[src/rtl/serial_add_seq.sv]
// Bit-serial add/subtract: one full-adder cell processes one bit per cycle, LSB first.
// Subtraction is a + ~b + 1. The inverted b and the carry-in of 1 are loaded at start.
module serial_add_seq #(
  parameter int WIDTH = 8
) (
  input  logic             clk,
  input  logic             rst_n,
  input  logic             start,
  input  logic             sub,
  input  logic             abort,
  input  logic [WIDTH-1:0] a,
  input  logic [WIDTH-1:0] b,
  output logic [WIDTH-1:0] sum,
  output logic             cout,
  output logic             ovf,
  output logic             busy,
  output logic             done
);

  // state  | meaning
  // S_IDLE | waiting for start; results hold
  // S_RUN  | one bit of the sum per cycle, WIDTH cycles
  // S_DONE | one-cycle completion pulse
  typedef enum logic [1:0] {S_IDLE, S_RUN, S_DONE} state_t;

  localparam int CW = $clog2(WIDTH);

  state_t           state_q, state_d;
  logic [WIDTH-1:0] opa_q, opa_d;
  logic [WIDTH-1:0] opb_q, opb_d;
  logic [WIDTH-1:0] sum_q, sum_d;
  logic [CW-1:0]    cnt_q, cnt_d;
  logic             carry_q, carry_d;
  logic             cout_q, cout_d;
  logic             ovf_q, ovf_d;
  logic             bit_s, bit_c;

  always_ff @(posedge clk or negedge rst_n) begin
    if (!rst_n) begin
      state_q <= S_IDLE;
      opa_q   <= '0;
      opb_q   <= '0;
      sum_q   <= '0;
      cnt_q   <= '0;
      carry_q <= 1'b0;
      cout_q  <= 1'b0;
      ovf_q   <= 1'b0;
    end else begin
      state_q <= state_d;
      opa_q   <= opa_d;
      opb_q   <= opb_d;
      sum_q   <= sum_d;
      cnt_q   <= cnt_d;
      carry_q <= carry_d;
      cout_q  <= cout_d;
      ovf_q   <= ovf_d;
    end
  end

  always_comb begin
    state_d = state_q;
    opa_d   = opa_q;
    opb_d   = opb_q;
    sum_d   = sum_q;
    cnt_d   = cnt_q;
    carry_d = carry_q;
    cout_d  = cout_q;
    ovf_d   = ovf_q;

    bit_s = opa_q[0] ^ opb_q[0] ^ carry_q;
    bit_c = (opa_q[0] & opb_q[0]) | (opa_q[0] & carry_q) | (opb_q[0] & carry_q);

    unique case (state_q)
      S_IDLE: begin
        if (start) begin
          opa_d   = a;
          opb_d   = sub ? ~b : b;
          carry_d = sub;
          cnt_d   = '0;
          sum_d   = '0;
          cout_d  = 1'b0;
          ovf_d   = 1'b0;
          state_d = S_RUN;
        end
      end
      S_RUN: begin
        if (abort) begin
          // Cancelled mid-operation: partial results are left as-is and not valid.
          state_d = S_IDLE;
        end else begin
          sum_d   = {bit_s, sum_q[WIDTH-1:1]};
          opa_d   = {1'b0, opa_q[WIDTH-1:1]};
          opb_d   = {1'b0, opb_q[WIDTH-1:1]};
          carry_d = bit_c;
          cnt_d   = cnt_q + 1'b1;
          if (cnt_q == CW'(WIDTH - 1)) begin
            cout_d  = bit_c;
            ovf_d   = carry_q ^ bit_c;
            state_d = S_DONE;
          end
        end
      end
      S_DONE: state_d = S_IDLE;
      default: state_d = S_IDLE;
    endcase
  end

  assign sum  = sum_q;
  assign cout = cout_q;
  assign ovf  = ovf_q;
  assign busy = (state_q != S_IDLE);
  assign done = (state_q == S_DONE);

endmodule
[config.mk]
export PLATFORM = sky130hd
export DESIGN_NAME = serial_add_seq
export DESIGN_NICKNAME = d
export VERILOG_FILES = /design/src/rtl/serial_add_seq.sv
export SDC_FILE = /design/constraint.sdc
export NUM_CORES = 1
export LEC_CHECK = 0
export CORE_MARGIN = 5
export CORE_UTILIZATION = 50
export DETAILED_ROUTE_END_ITERATION = 8
export PLACE_DENSITY = 0.85
export SYNTH_ARGS = -nofsm -noshare
export SYNTH_HDL_FRONTEND = slang
export SYNTH_SLANG_ARGS = --single-unit
export TNS_END_PERCENT = 5
[constraint.sdc]
create_clock -name clk -period 2.4 [get_ports clk]
set_input_delay 0.48 -clock clk [delete_from_list [all_inputs] [get_ports clk]]
set_output_delay 0.48 -clock clk [all_outputs]
set_load 0.05 [all_outputs]
== After elaboration in Yosys (flattened, before gate mapping) ==
Index checks and enable logic that the tools add are counted.

* Output and inout bits: 12
* Register bits: 32
* Input port bits: 21

* Reductions and logical operators: 6
* Bitwise operators: 9
* $add $sub $neg: 1
* Eq/ne operators: 7
* Mux-type cells: 27

{| class="wikitable"
|+ Operator list
! cell !! number
|-
| $mux W8 || 7
|-
| $pmux W8 S2 || 3
|-
| $not A8 Y8 || 1
|-
| $mux W1 || 7
|-
| $mux W2 || 3
|-
| $mux W3 || 2
|-
| $ne A2 B2 Y1 const B || 3
|-
| $pmux W1 S2 || 3
|-
| $pmux W3 S2 || 1
|-
| $pmux W2 S2 || 1
|-
| $reduce_and A4 Y1 || 1
|-
| $reduce_bool A2 Y1 || 2
|-
| $add A3 B1 Y3 const B || 1
|-
| $and A1 B1 Y1 || 3
|-
| $eq A3 B3 Y1 const B || 1
|-
| $ne A3 B3 Y1 const B || 1
|-
| $reduce_and A3 Y1 || 1
|-
| $xor A1 B1 Y1 || 3
|-
| $eq A2 B1 Y1 const B || 1
|-
| $eq A2 B2 Y1 const B || 1
|-
| $logic_not A2 Y1 || 1
|-
| $or A1 B1 Y1 || 2
|-
| $reduce_and A2 Y1 || 1
|}

== Logic depth before layout (Yosys ltp) ==
Gate-level depths: netlist of run 1.

* Depth in word-level cells: 7
* Mapped depth: 5
* Mapped depth without buffers: 5

== Worst setup path after synthesis of run 1 ==
Ideal clock, no wire load.

* Kind: register to output
* From: reg state_q[0]
* To: out done
* Slack: 0.616 ns
* Buffers on the path: 1
* Arrival: 1.304 ns
* Cell stages (with the launch flop): 3
* Cells stage by stage: dfrtp_1 -> clkbuf_1 -> nor2b_1

* Word-level cells in the longest chain between the ends: 1

{| class="wikitable"
|+ RTL lines
! item !! line !! RTL
|-
| start: declaration || 28 || <nowiki>state_t state_q, state_d;</nowiki>
|-
| start signal: assignment || 49 || <nowiki>state_q <= state_d;</nowiki>
|-
| $eq A2 B2 Y1 || 112 || <nowiki>assign done = (state_q == S_DONE);</nowiki>
|-
| end: declaration || 17 || <nowiki>output logic done</nowiki>
|}

Every way passes these cells.

== Final worst setup path of run 1 ==
* From: reg sum_q[6], in the netlist sum[6]
* To: out sum[6]

{| class="wikitable"
|+ RTL lines
! item !! line !! RTL
|-
| start: declaration || 31 || <nowiki>logic [WIDTH-1:0] sum_q, sum_d;</nowiki>
|-
| start signal: assignment || 52 || <nowiki>sum_q <= sum_d;</nowiki>
|-
| end: declaration || 13 || <nowiki>output logic [WIDTH-1:0] sum,</nowiki>
|}

No word-level cell between the ends.

==> results.md, run 1 <==
* Status: completed
* Finish-stage setup viols at 0
* Max cap viols at 0
* Area grow syn2layout at 26.3%
* Synth area leader: dfrtp_1
* Clk slew on worst S/H paths at 100 ps
* Syn Area/Cell at 12.5 um^2
* Most frequent cells after synthesis: 32 x dfrtp_1, 11 x a22o_1, 10 x mux2_1, 9 x nand2_1, 9 x xnor2_1
* RSZ-0062 raised after global routing: no
* GPL Wtd Cong at 0.764
* Pwr per Cell Area at 964 mW/mm^2
* Drc violations at 0
* Sink Count at 32
* Hold Fails Final Rpt at 0
* Global-route wire length before repair at 4930 um
* Hold_buf cts at 0
* Final HPWL DP at 2130 um
* Crit path buf inv count at 1
* Synth Instances at 127
* Syn Nets at 151
* Asr flop ratio synth at 100%
* Register area share after synthesis at 50.4%
* Initial Util at 52.0%
* # IOs at 33
* Setup crit start kind: flip-flop
* Worst Hold Class: flip-flop to flip-flop
* Die height at 66.4 um
* Arrival time worst endpoint at 1560 ps
* Slew HR at 66.9%
* Largest net degree at the start of global routing at 33
* Clock Tree Root: clkbuf_4
* Crit Path Max Fanout at 3
* Hold Slack at 480 ps
* CTS tree: done
* #FFs+latches synth at 32
* Die ar. at 0.00441 mm^2
* Mean number of vias per cell at 5.15
* Via count at 1,067
* Crit. End Element: output pin
* Clk Latency, worst-skew pair at 330 ps
* Number of antenna diodes at 0
* Top post-synthesis cells by area: dfrtp_1 50%, mux2_1 7.1%, mux2_4 6.6%
* Total gr overflow at 0
* Post-synth design cell area at 0.00159 mm^2
* # resized after CTS at 0
* I/O Buffers at 32
* Vias in the first global route at 1,129
* Slowest CP cell: clkdlybuf4s50_1
* Worst endpoint required time at 1920 ps
* Clock skew at 4.43 ps
* Die W at 66.4 um
* VDD IR max at 0.404 mV
* Core area at 0.00305 mm^2
* CP top delay family: buffers and inverters
* Top-count cell post-synth: dfrtp_1
* Power Total at 1.93 mW
* Share of the synthesized area in the top cell type at 50.4%
* Lkg Pwr at 0.897 nW
* Final Max Tran Viols at 0
* EDFF count, synth at 0
* Footprint of the multi-input gates at 733 um^2
* Flop-to-flop setup slack at 560 ps
* Worst-path cell chain: clkdlybuf4s50_1
* FILL cells at 248
* Prevailing post-synth register cell: dfrtp_1
* Total track usage at 14.8%
* Avg WL per Cell at 13.6 um
* Count of unique library cells instantiated by Yosys at 29
* Post-CTS Setup Bufs at 0
* Period utilization at 84.8%
* Longest Clk Path Bufs at 2
* CP peak stage delay at 820 ps
* Setup TNS at 0 ps
* Slew @ Worst Pin at 496 ps
* Num CTS Buffers at 5
* Post-DRT Antenna Nets at 0
* Yosys warning count at 0
* Initial antenna violation count at 0
* Drt first pass iters at 4
* Initial DRC Count at 82
* Share of cells above drive strength 1 at 19.0%
* Register Area at 801 um^2
* H-tree levels at 2
* CP Class: flip-flop to output pin
* Final worst path period need at 2040 ps
* Nets at 186
* Final wirelength at 2830 um
* Fmax at 491 MHz
* Rows at 20
==> layer usage <==
layer | vias up | part of all wire [%] | track usage (%) | wire (um)
met5 | - | 0 | 0 | 0
met4 | 0 | 1.6 | 6.09 | 46
met3 | 6 | 5.3 | 5.61 | 149
met2 | 24 | 50 | 24.9 | 1400
met1 | 518 | 43 | 16.7 | 1230
li1 | 519 | - | - | -
==> report_power, final <==
part	leakage (nW)	internal, mW	switching, mW
logic	0.452	0.403	0.351
registers	0.407	0.729	0.134
clock network	0.0380	0.139	0.179
total	0.897	1.27	0.664
==> metrics by stage <==
step	setup WS [ps]	util [%]	instance area [um^2]	std cells
floorplan	616	-	1590	127
global placement	339	63.7	1950	199
detailed placement	270	63.7	1950	199
CTS	333	65.7	2010	207
global route	303	65.7	2010	207
finish	364	65.7	2010	207
==> sequential cells by signal, summed over array words and instances (netlist names) <==
name     cells
sum          8
opb_q        8
cout         1
cnt_q        3
opa_q        8
carry_q      1
ovf          1
state_q      2
==> cells in the final DEF (no fill, tap or decap), drive strengths merged, types with 2 or more instances in the layout <==
master / n
a22o: 11
a21o: 3
dfrtp: 32
mux2: 24
buf: 6
nand2: 9
a21oi: 3
clkinv: 2
ha: 2
nor2: 2
inv: 3
o21ai: 8
clkbuf: 6
clkdlybuf4s50: 30
xnor2: 9
nand2b: 3
==> final timing paths <==
kind / start / endpoint / cells after the start
worst max register to register: state_q[0] / opb_q[0] / 5
max in group asynchronous: rst_n / opa_q[3] / 2
worst max-delay path: sum[6] / sum[6] / 1
min in group asynchronous: rst_n / sum[3] / 2
worst min register to register: cnt_q[0] / cnt_q[0] / 1
worst min-delay path: cnt_q[0] / cnt_q[0] / 1
==> cell families (layout without fill, tap and decap cells) <==
group / count (synthesis) / count (layout) / share of synthesized area (%)
AOI/OAI and AO/OA: 28 / 28 / 13.2
xor gates and xnor gates: 9 / 9 / 4.96
adders and majority gates: 3 / 3 / 2.83
buffers and inverters: 11 / 47 / 3.46
DFF: 32 / 32 / 50.4
muxes: 24 / 24 / 18.7
and+or+nand+nor: 20 / 20 / 6.54
==> layout make-up <==
class / instances / area share [%]
Tap cell: 44 / 2.74
Inverter: 3 / 0.561
Multi-Input combinational cell: 84 / 36.5
Timing Repair Buffer: 36 / 17.2
Clock inverter: 2 / 0.499
Clock buffer: 6 / 2.56
Sequential cell: 32 / 39.9
Note: power is estimated with default switching activity, not from simulation.
==> run 2, diff against run 1 <==
==> constraint.sdc (replaced) <==
create_clock -name clk -period 1.97 [get_ports clk]
set_input_delay 0.394 -clock clk [delete_from_list [all_inputs] [get_ports clk]]
set_output_delay 0.394 -clock clk [all_outputs]
set_load 0.05 [all_outputs]
==> results.md, run 2 (synthesis gave the netlist of run 1 again) <==
* GPL Wtd Cong at 0.786 (+3.0%)
* Total track usage at 16.2% (+1.3 points)
* Hold Fails Final Rpt at 0 (unchanged)
* FILL cells at 249 (+0.40%)
* Register Area at 802 um^2 (+0.16%)
* Share of cells above drive strength 1 at 20.5% (+1.5 points)
* Clock Tree Root: clkbuf_4
* Via count at 1,101 (+3.2%)
* Pwr per Cell Area at 1200 mW/mm^2 (+25%)
* Footprint of the multi-input gates at 733 um^2 (unchanged)
* Initial antenna violation count at 0 (unchanged)
* Met3 Routed Length at 139 um (-6.7%)
* Global-route wire length before repair at 5310 um (+7.9%)
* Status: completed
* Period utilization at 98.2%
* CP peak stage delay at 820 ps (about the same)
* Vias in the first global route at 1,154 (+2.2%)
* Post-Place Cell Area at 0.00201 mm^2 (+3.1%)
* Slew @ Worst Pin at 508 ps (+12.8 ps)
* Clock skew at 8.12 ps (+3.69 ps)
* Hold_buf cts at 0 (unchanged)
* H-tree levels at 2 (unchanged)
* Clk Latency, worst-skew pair at 330 ps (about the same)
* Worst endpoint required time at 1580 ps (-340 ps)
* Mean number of vias per cell at 5.24 (+1.7%)
* Drc violations at 0 (unchanged)
* Fmax at 517 MHz
* Avg WL per Cell at 15.6 um (+14%)
* Initial DRC Count at 49 (-40%)
* Crit. End Element: output pin
* Total gr overflow at 0 (unchanged)
* Met2 Wirelength at 1790 um (+27%)
* RSZ-0062 raised after global routing: no
* Slowest CP cell: clkdlybuf4s50_1
* Clk slew on worst S/H paths at 100 ps (about the same)
* # IOs at 33 (unchanged)
* Most frequent cells in the layout: 31 x dfrtp_1, 27 x clkdlybuf4s50_1, 11 x a22o_1, 10 x mux2_1
* CP top delay family: buffers and inverters
* Num CTS Buffers at 5 (unchanged)
* Lkg Pwr at 0.976 nW (+8.8%)
* Setup crit start kind: flip-flop
* Final HPWL DP at 2450 um (+15%)
* Area grow syn2layout at 31.6%
* Final wirelength at 3270 um (+16%)
* Post-DRT Antenna Nets at 0 (unchanged)
* Crit Path Max Fanout at 3 (unchanged)
* Longest Clk Path Bufs at 2 (unchanged)
* CTS tree: done
* Finish-stage setup viols at 0 (unchanged)
* Worst Hold Class: input pin to asynchronous set/reset pin
* Final Max Tran Viols at 0 (unchanged)
* Drt first pass iters at 4 (unchanged)
* Core area at 0.00305 mm^2 (unchanged)
* Met1 Wirelength at 1290 um (+5.3%)
* Setup TNS at 0 ps (unchanged)
* CP Class: flip-flop to output pin
* Max Used Layer: met4
* Rows at 20 (unchanged)
* Slew HR at 66.0% (-0.80 points)
* Crit path buf inv count at 1 (unchanged)
* Sink Count at 32 (unchanged)
* Die ar. at 0.00441 mm^2 (unchanged)
* Most common cell after layout, fill and taps aside: dfrtp_1
* Die W at 66.4 um (unchanged)
* Finished Cell Area at 0.00209 mm^2 (+4.2%)
* VDD IR max at 0.552 mV (+37%)
* Number of antenna diodes at 0 (unchanged)
* Max cap viols at 0 (unchanged)
* Largest net degree at the start of global routing at 33 (unchanged)
* Arrival time worst endpoint at 1540 ps (-20 ps)
* Worst-path cell chain: clkdlybuf4s50_1
* Die height at 66.4 um (unchanged)
* Power Total at 2.51 mW (+30%)
* Nets at 189 (+1.6%)
* I/O Buffers at 32 (unchanged)
* Initial Util at 52.0% (unchanged)
* Final worst path period need at 1930 ps
==> run 2: metal layers <==
metal  GRT usage [%]  up-vias
met5               0        -
li1                -      525
met4            6.09        0
met2            29.9       25
met3            4.08        6
met1            17.4      545
==> run 2: report_power, final <==
group	switching [mW]	total (mW)	internal [mW]	leakage [nW]
sequential	0.168	1.06	0.889	0.406
clock	0.215	0.481	0.266	0.0422
combinational	0.458	0.972	0.515	0.528
total	0.841	2.51	1.67	0.976
==> run 2: worst paths after layout <==
check	startpoint	to	slack, ps	depth (start not counted)
min in group clk	cnt_q[0]	cnt_q[0]	490	1
min	rst_n	sum[6]	460	2
max	cout	cout	40	1
min reg2reg	cnt_q[0]	cnt_q[0]	490	1
max in group asynchronous	rst_n	state_q[0]	1210	2
max reg2reg	cnt_q[0]	ovf	370	5
==> run 2: repair_timing <==
item                       in CTS  in global routing
setup buffers                   0                  0
setup endpoints to repair       0                  4
gates resized for setup         0                  4
==> run 2: stage by stage <==
stage	utilization [%]	worst slack (ps)	hold WS (ps)	std cells
2_1_floorplan	-	272	98.4	127
3_3_place_gp	65.7	152	466	202
3_5_place_dp	65.7	93.1	480	202
4_1_cts	68.2	12.4	460	210
5_1_grt	68.5	4.42	495	210
6_report	68.5	35.4	457	210
==> run 2: layout make-up <==
| cell class | count | area share (%) |
|---|---|---|
| Clock buffer | 6 | 1.97 |
| Clock inverter | 2 | 1.68 |
| Inverter | 3 | 0.539 |
| Multi-Input combinational cell | 84 | 35.1 |
| Sequential cell | 32 | 38.4 |
| Tap cell | 44 | 2.63 |
| Timing Repair Buffer | 39 | 19.7 |
